### src/rtl/spi_slave_bus_pkg.sv
// Shared constants and state encoding for the SPI-slave register-bus bridge.
package spi_slave_bus_pkg;

   localparam int unsigned CHIP_W = 7;
   localparam int unsigned RW_BIT = 0;
   localparam int unsigned CNT_W  = 3;

   typedef enum logic [2:0] {
      ST_IDLE   = 3'd0,
      ST_CMD    = 3'd1,
      ST_ADDR   = 3'd2,
      ST_WR     = 3'd3,
      ST_RD     = 3'd4,
      ST_IGNORE = 3'd5
   } state_t;

endpackage

### src/rtl/spi_slave_bus_sync_edge.sv
// Multi-flop synchronizer for one asynchronous SPI pin, with rise/fall pulses
// taken between the last stage and the one before it.
module spi_sync_edge #(
   parameter int unsigned STAGES = 2
) (
   input  logic clk,
   input  logic rst_n,
   input  logic din,
   output logic level,
   output logic rise_c,
   output logic fall_c
);

   logic [STAGES-1:0] sync;

   // Reset to 0 so a pin already low at reset release never looks like a fall.
   always_ff @(posedge clk or negedge rst_n) begin
      if (!rst_n) begin
         sync <= '0;
      end else begin
         sync <= {sync[STAGES-2:0], din};
      end
   end

   assign level  = sync[STAGES-1];
   assign rise_c =  sync[STAGES-2] & ~sync[STAGES-1];
   assign fall_c = ~sync[STAGES-2] &  sync[STAGES-1];

endmodule

### src/rtl/spi_slave_bus.sv
// SPI-slave (mode 0, MSB first) front end driving the register-bank bus.
// Define SPI_AUTOINC_EN to advance the address after every data byte.
module spi_slave_bus
   import spi_slave_bus_pkg::*;
#(
   parameter int unsigned ADDR_WIDTH  = 8,
   parameter int unsigned DATA_WIDTH  = 8,
   parameter int unsigned SYNC_STAGES = 2
) (
   input  logic                  SPI_CLK,
   input  logic                  RST_N,
   input  logic                  SCLK,
   input  logic                  SCSN,
   input  logic                  MOSI,
   output logic                  MISO,
   output logic                  MISO_OE,
   input  logic [CHIP_W-1:0]     spi_addr,
   output logic [ADDR_WIDTH-1:0] address,
   output logic [DATA_WIDTH-1:0] data_in,
   output logic                  read_strobe,
   output logic                  write_strobe,
   input  logic [DATA_WIDTH-1:0] data_out,
   output logic                  frame_active
);

   logic sclk_rise, sclk_fall, sclk_level_unused;
   logic scsn_rise, scsn_fall, scsn_level_unused;
   logic mosi_lvl, mosi_rise_unused, mosi_fall_unused;

   spi_sync_edge #(.STAGES(SYNC_STAGES)) u_sync_sclk (
      .clk(SPI_CLK), .rst_n(RST_N), .din(SCLK),
      .level(sclk_level_unused), .rise_c(sclk_rise), .fall_c(sclk_fall)
   );

   spi_sync_edge #(.STAGES(SYNC_STAGES)) u_sync_scsn (
      .clk(SPI_CLK), .rst_n(RST_N), .din(SCSN),
      .level(scsn_level_unused), .rise_c(scsn_rise), .fall_c(scsn_fall)
   );

   spi_sync_edge #(.STAGES(SYNC_STAGES)) u_sync_mosi (
      .clk(SPI_CLK), .rst_n(RST_N), .din(MOSI),
      .level(mosi_lvl), .rise_c(mosi_rise_unused), .fall_c(mosi_fall_unused)
   );

   state_t                  state;
   logic [CNT_W-1:0]        bit_cnt;
   logic [DATA_WIDTH-2:0]   rx_shift;
   logic [DATA_WIDTH-1:0]   tx_shift;
   logic                    rw;
   logic                    skip_fall;
   logic                    rd_pipe;

   logic [DATA_WIDTH-1:0]   rx_next;
   logic                    byte_done;

   assign rx_next   = {rx_shift, mosi_lvl};
   assign byte_done = sclk_rise && (bit_cnt == CNT_W'(DATA_WIDTH - 1));
   assign MISO      = tx_shift[DATA_WIDTH-1];

   always_ff @(posedge SPI_CLK or negedge RST_N) begin
      if (!RST_N) begin
         state        <= ST_IDLE;
         bit_cnt      <= '0;
         rx_shift     <= '0;
         tx_shift     <= '0;
         rw           <= 1'b0;
         skip_fall    <= 1'b0;
         rd_pipe      <= 1'b0;
         address      <= '0;
         data_in      <= '0;
         read_strobe  <= 1'b0;
         write_strobe <= 1'b0;
         MISO_OE      <= 1'b0;
         frame_active <= 1'b0;
      end else begin
         read_strobe  <= 1'b0;
         write_strobe <= 1'b0;
         // data_out is valid the cycle after read_strobe; load it one cycle later
         rd_pipe      <= read_strobe;

`ifdef SPI_AUTOINC_EN
         if (write_strobe) begin
            address <= address + ADDR_WIDTH'(1);
         end
`endif

         // Readback shifter: hold bit 7 across the first fall after each load
         if (rd_pipe && (state == ST_RD)) begin
            tx_shift  <= data_out;
            skip_fall <= 1'b1;
            MISO_OE   <= 1'b1;
         end else if (sclk_fall && (state == ST_RD)) begin
            if (skip_fall) begin
               skip_fall <= 1'b0;
            end else begin
               tx_shift <= {tx_shift[DATA_WIDTH-2:0], 1'b0};
            end
         end

         if (scsn_rise) begin
            state        <= ST_IDLE;
            frame_active <= 1'b0;
            MISO_OE      <= 1'b0;
            bit_cnt      <= '0;
            tx_shift     <= '0;
            skip_fall    <= 1'b0;
            rd_pipe      <= 1'b0;
         end else if (state == ST_IDLE) begin
            if (scsn_fall) begin
               state        <= ST_CMD;
               frame_active <= 1'b1;
               bit_cnt      <= '0;
            end
         end else if (sclk_rise) begin
            rx_shift <= rx_next[DATA_WIDTH-2:0];
            bit_cnt  <= bit_cnt + CNT_W'(1);
            if (byte_done) begin
               case (state)
                  ST_CMD: begin
                     rw    <= rx_next[RW_BIT];
                     state <= (rx_next[DATA_WIDTH-1 -: CHIP_W] == spi_addr) ? ST_ADDR : ST_IGNORE;
                  end
                  ST_ADDR: begin
                     address <= ADDR_WIDTH'(rx_next);
                     if (rw) begin
                        read_strobe <= 1'b1;
                        state       <= ST_RD;
                     end else begin
                        state <= ST_WR;
                     end
                  end
                  ST_WR: begin
                     data_in      <= rx_next;
                     write_strobe <= 1'b1;
                  end
                  ST_RD: begin
`ifdef SPI_AUTOINC_EN
                     address <= address + ADDR_WIDTH'(1);
`endif
                     read_strobe <= 1'b1;
                  end
                  default: ;
               endcase
            end
         end
      end
   end

endmodule

### config.mk
export PLATFORM = sky130hd
export DESIGN_NAME = spi_slave_bus
export DESIGN_NICKNAME = d
export VERILOG_FILES = /design/src/rtl/spi_slave_bus_pkg.sv /design/src/rtl/spi_slave_bus_sync_edge.sv /design/src/rtl/spi_slave_bus.sv
export SDC_FILE = /design/constraint.sdc
export NUM_CORES = 1
export LEC_CHECK = 0
export ABC_AREA = 1
export CAP_MARGIN = 20
export CORE_MARGIN = 5
export CORE_UTILIZATION = 56
export DETAILED_ROUTE_END_ITERATION = 8
export PLACE_DENSITY = 0.84
export SYNTH_ARGS = -nofsm -noshare
export SYNTH_HDL_FRONTEND = slang
export SYNTH_SLANG_ARGS = --single-unit
export TNS_END_PERCENT = 10
### constraint.sdc
create_clock -name SPI_CLK -period 2.4 [get_ports SPI_CLK]
set_input_delay 0.48 -clock SPI_CLK [delete_from_list [all_inputs] [get_ports SPI_CLK]]
set_output_delay 0.48 -clock SPI_CLK [all_outputs]
set_load 0.1 [all_outputs]
== Word level (Yosys, flattened, before mapping) ==
Cells that the tools add are included.
Widths: inputs -> output; s select.

* Mux-type cells: 36
* Reduce and logical (&&, ||, !) cells: 19
* Bitwise logic cells: 10
* Equal/unequal tests: 8
* Add/subtract/negate cells: 1

{| class="wikitable"
|+ Operators with widths
! kind !! number
|-
| $mux 3 || 11
|-
| $mux 8 || 4
|-
| $mux 1 || 19
|-
| $reduce_and 5->1 || 3
|-
| $reduce_bool 3->1 || 3
|-
| $eq 7x7->1 || 1
|-
| $eq 3x2->1 const B || 2
|-
| $eq 3x3->1 const B || 2
|-
| $not 1->1 || 6
|-
| $pmux 3 s2 || 1
|-
| $reduce_and 2->1 || 3
|-
| $reduce_bool 2->1 || 3
|-
| $and 1x1->1 || 4
|-
| $reduce_and 4->1 || 1
|-
| $reduce_bool 4->1 || 1
|-
| $add 3x1->3 const B || 1
|-
| $eq 3x1->1 const B || 1
|-
| $logic_and 1x1->1 || 3
|-
| $logic_not 3->1 || 1
|-
| $ne 3x2->1 const B || 1
|-
| $ne 3x3->1 const B || 1
|-
| $reduce_and 3->1 || 1
|-
| $pmux 1 s2 || 1
|}

* Word-level logic and storage cells: 90
* Bits in registers: 50
* Input port bits: 20

== Longest topological paths before layout ==
* Depth after elaboration: 7
* Depth in mapped cells: 11
* Gate-level depth less buffers: 11

== Cells and area by module ==
A second synthesis with hierarchy kept.

* Cell total of the unflattened synthesis: 259
* Area total of the unflattened synthesis: 2317.2 um^2

{| class="wikitable"
|+ Modules (own cells, without submodules)
! module !! seq. area each (um^2) !! instances !! cells each !! area each (um^2)
|-
| spi_slave_bus || 1101.1 || 1 || 241 || 2122.0
|-
| spi_sync_edge || 50.0 || 3 || 6 || 65.1
|}

== Worst setup path before layout ==
No wires, ideal clock.

* Kind: reg2reg
* Start point: register bit_cnt[0]
* End point: register data_in[6]
* Setup slack: 0.914 ns
* Cell stages (with the launch flop): 9
* Period minus slack after synthesis: 1.486 ns
* Arrival: 1.410 ns
* Library setup time: 0.076 ns
* Cells stage by stage: dfrtp_1 -> ha_1 -> ha_1 -> nand2_1 -> inv_1 -> nand2_1 -> buf_2 -> nand2_1 -> o21ai_1

* Word-level cells in the longest chain between the ends: 3

{| class="wikitable"
|+ Ends and longest elaborated chain
! item !! RTL line !! RTL
|-
| start: declaration || spi_slave_bus.sv:46 || <nowiki>logic [CNT_W-1:0] bit_cnt;</nowiki>
|-
| start signal: assignment || spi_slave_bus.sv:116 || <nowiki>bit_cnt <= bit_cnt + CNT_W'(1);</nowiki>
|-
| $eq 3x3->1 || spi_slave_bus.sv:57 || <nowiki>assign byte_done = sclk_rise && (bit_cnt == CNT_W'(DATA_WIDTH - 1));</nowiki>
|-
| $logic_and 1x1->1 || spi_slave_bus.sv:57 ||
|-
| $reduce_and 5->1 (no line) || n/a ||
|-
| end signal: assignment || spi_slave_bus.sv:133 || <nowiki>data_in <= rx_next;</nowiki>
|-
| end: declaration || spi_slave_bus.sv:19 || <nowiki>output logic [DATA_WIDTH-1:0] data_in,</nowiki>
|}

No other way between the ends.
A chain may end at the register's enable or synchronous reset.

== Final worst setup path ==
* Start point: register u_sync_scsn.sync[0]
* End point: register data_in[5]

* Word-level cells in the longest chain between the ends: 3

{| class="wikitable"
|+ Ends and longest elaborated chain
! item !! RTL line !! RTL
|-
| start: declaration || spi_slave_bus_sync_edge.sv:14 || <nowiki>logic [STAGES-1:0] sync;</nowiki>
|-
| start signal: assignment || spi_slave_bus_sync_edge.sv:21 || <nowiki>sync <= {sync[STAGES-2:0], din};</nowiki>
|-
| $and 1x1->1 || spi_slave_bus_sync_edge.sv:26 || <nowiki>assign rise_c = sync[STAGES-2] & ~sync[STAGES-1];</nowiki>
|-
| $not 1->1 (no line) || n/a ||
|-
| $reduce_and 5->1 (no line) || n/a ||
|}

No other way between the ends.

==> implementation parameters <==
Parameter                              Value

GRT
  Initial antenna violation count ... 0
  Global-route congestion overflow total ... 0
  Maximum number of pins on one net before global-route repair ... 41
  Global-route wire length before repair ... 7890 um
  Via count of the first global-routing pass ... 1813
  Global-route total usage across every layer ... 18.6%

Worst setup path
  Highest-delay cell along the critical path ... dfrtp_1
  Worst reg2reg endpoint ... data_in[5]$_DFFE_PN0P_
  Slack of the worst reg-to-reg path ... 0.66 ns
  Worst path max stage delay ... 0.38 ns
  Endpoint class of the critical path ... flop
  Critical path launch point type ... flop
  Arrival time reported for the critical path endpoint ... 1.92 ns
  Worst Path Max Fanout ... 17
  Type of the setup path with the least slack ... reg -> reg
  Worst path required time ... 2.57 ns
  Family of cells with the greatest summed delay on the critical path ... simple AND/OR/NAND/NOR gates
  Startpoint of the most critical register-to-register path ... u_sync_scsn.sync[0]$_DFF_PN0_
  Most used cell along the critical path ... nand2_1
  Depth of the most critical reg-to-reg path ... 5
  Count of buffer and inverter cells on the critical path ... 0
  Critical Path, Cell by Cell ... ha_1, nor3_1, nand2_1, nand2_1, o21ai_1

Layout
  Share of cells above drive strength 1 ... 23.1%
  Cell Count, Final, Fillers Out ... 366
  Final #Nets ... 339
  Number of inserted diodes ... 0
  Synth-to-Final Area Change ... 21.2%
  Fillers ... 332

Logic synthesis
  Cell count after synthesis ... 272
  Count of flip-flops with a built-in enable after synthesis ... 0
  Async set-reset flop share out of synthesis ... 100%
  Synth Register Bits ... 50
  Post-Syn Area per Cell ... 8.60 sq um
  Synth Flop Type ... dfrtp_1
  Sequential-to-total area share from yosys stat ... 53.5%
  Number of synthesis warnings ... 0
  Syn Std Cell Area ... 2340 sq um
  Count of distinct cell types in the synthesized netlist ... 26
  Number of nets in the synthesized netlist ... 295

CTS
  Number of H-tree branching levels ... 2
  Max Buffers Root-to-Sink ... 2
  Post-CTS setup buffers ... 0
  Post-CTS sizing ... 0
  TritonCTS clock tree ... done
  Cts-stage hold buffer count ... 0
  Latest clock arrival within the worst-skew pair ... 0.30 ns
  Number of buffers created by CTS ... 5
  Total clock sinks ... 50
  Root buf cell ... clkbuf_8
  Clk slew on worst S/H paths ... 0.09 ns

Pwr
  Worst IR drop on VDD ... 496 uV
  Leakage component of the power ... 1.51 nW
  Power per cell area ... 778 nW/um^2

Place
  # placed instances ... 359
  Placed wire-length estimate after detailed placement ... 3360 um
  Worst slack after detailed placement ... 0.646 ns
  Final weighted congestion of routability-driven global placement ... 0.770
  Port buffer count ... 40

Timing
  Fmax ... 0.574 GHz
  Worst slew margin relative to its limit ... 43.6%
  Number of pins exceeding their max-slew limit in the final report ... 0
  Setup tns final ... 0 ns
  Endpoints failing hold ... 0
  Unrepaired setup endpoints after global routing ... no
  Period minus WS final ... 1.74 ns
  Crit share post-route ... 72.6%
  Slack of the critical path ... 0.657 ns
  Slew at the pin closest to its max-slew limit ... 0.846 ns
  Worst Skew ... 0.0110 ns
  Final setup violation count ... 0
  Tightest hold margin ... 0.284 ns

Route
  Via count ... 1812
  Avg WL per Cell ... 12.2 um
  Via-per-instance ratio ... 4.95
  Total wire length after detailed routing ... 4470 um
  Iteration-0 DRC Markers ... 110
  Number of design rule violations left after detail routing ... 0
  ANT nets after route ... 0
  Iteration count of the initial detailed-routing pass ... 4

Die
  Die outline width ... 74.6 um
  Initial Util ... 58.0%
  Core box area ... 4030 sq um
  Die area ... 5570 sq um
  Die outline height ... 74.6 um
  Number of ports placed on the die boundary ... 41
  Row Count ... 23

Flow run
  Count of max-cap constraint violations ... 0

Hold path
  Path type of the worst min-delay path ... in -> async

Outcome
  Result of the run ... completed
## routing by layer
metal | vias to the layer above | wire (um) | GRT usage [%]
li1 | 924 | - | -
met1 | 855 | 2000 | 23.5
met2 | 28 | 2230 | 31.4
met3 | 5 | 194 | 4.94
met4 | 0 | 49 | 5.73
met5 | - | 0 | 0
## report_power, final
group	switching (mW)	leakage, nW	internal, mW
clock network	0.260	0.0573	0.333
logic	0.388	0.786	0.187
registers	0.0843	0.669	0.952
total	0.732	1.51	1.47
## cell usage after synthesis, types with 3 or more instances
cell	n	area share, %
nand3_1	8	1.7
nand2_1	81	13
nor2_1	18	2.9
nand2_4	4	1.9
inv_1	34	5.5
dfrtp_1	50	54
o21ai_1	21	4.5
o21ai_2	14	5.2
nand2_2	4	1.1
inv_2	15	2.4
buf_2	3	0.64
ha_1	3	1.6
## how the worst max path moves through the flow
stage / to / slack, ns / startpoint / depth (start not counted)
floorplan: data_in[6]$_DFFE_PN0P_ / 0.91 / bit_cnt[0]$_DFFE_PN0P_ / 8
global placement: state[0]$_DFFE_PN0P_ / 0.69 / spi_addr[4] / 10
detailed placement: state[2]$_DFFE_PN0P_ / 0.65 / spi_addr[0] / 10
CTS: data_in[5]$_DFFE_PN0P_ / 0.64 / u_sync_scsn.sync[0]$_DFF_PN0_ / 5
global route: data_in[4]$_DFFE_PN0P_ / 0.45 / u_sync_scsn.sync[0]$_DFF_PN0_ / 5
finish: data_in[5]$_DFFE_PN0P_ / 0.66 / u_sync_scsn.sync[0]$_DFF_PN0_ / 5
## stage by stage
stage               util [%]  cell area [sq um]  power [mW]
global route            70.3               2830        2.35
floorplan                  -               2340        1.47
finish                  70.3               2830        2.20
CTS                     70.3               2830        2.22
detailed placement      67.5               2720        1.63
global placement        67.5               2720        1.61
## layout by cell type (no fill, tap or decap), drive strengths merged
| cell type | count |
|---|---|
| a211oi | 1 |
| nor3 | 2 |
| o21ai | 37 |
| bufinv | 1 |
| a22oi | 1 |
| nand3 | 9 |
| clkbuf | 6 |
| o21bai | 1 |
| clkdlybuf4s50 | 18 |
| nand2 | 89 |
| inv | 49 |
| o22ai | 1 |
| ha | 3 |
| nor2 | 21 |
| a21oi | 2 |
| o31ai | 1 |
| buf | 24 |
| dfrtp | 50 |
## kinds of logic after synthesis
| group | share of synthesized area, % |
|---|---|
| simple gates | 23.3 |
| buf+inv | 9.47 |
| flops | 53.5 |
| compound gates | 12.1 |
| fa+ha+maj | 1.61 |
## final cells by class
type	count	area [sq um]	area share [%]
clock buffers	6	82.6	2.91
clock inverters	1	30.0	1.06
inverters	49	184	6.49
multi-input cells	168	866	30.6
flip-flops and latches	50	1250	44.2
well taps	50	62.6	2.21
repair buffers	42	358	12.6
## registers in the layout, summed over array words and instances, names as in the netlist
name and cells:
state 3, write_strobe 1, u_sync_sclk.sync 2, frame_active 1
rd_pipe 1, u_sync_scsn.sync 2, rw 1, skip_fall 1
read_strobe 1, MISO_OE 1, rx_shift 7, tx_shift 8
u_sync_mosi.sync 2, data_in 8, address 8, bit_cnt 3
## worst register-to-register path, delay by kind of cell, from the launching register on
kind | cells | cell delay [ns]
AO/OA/AOI/OAI | 1 | 0.08
AND/OR/NAND/NOR | 3 | 0.82
adder cells (fa/ha/maj) | 1 | 0.34
flip-flops | 1 | 0.38
(Power assumes the default switching activity.)
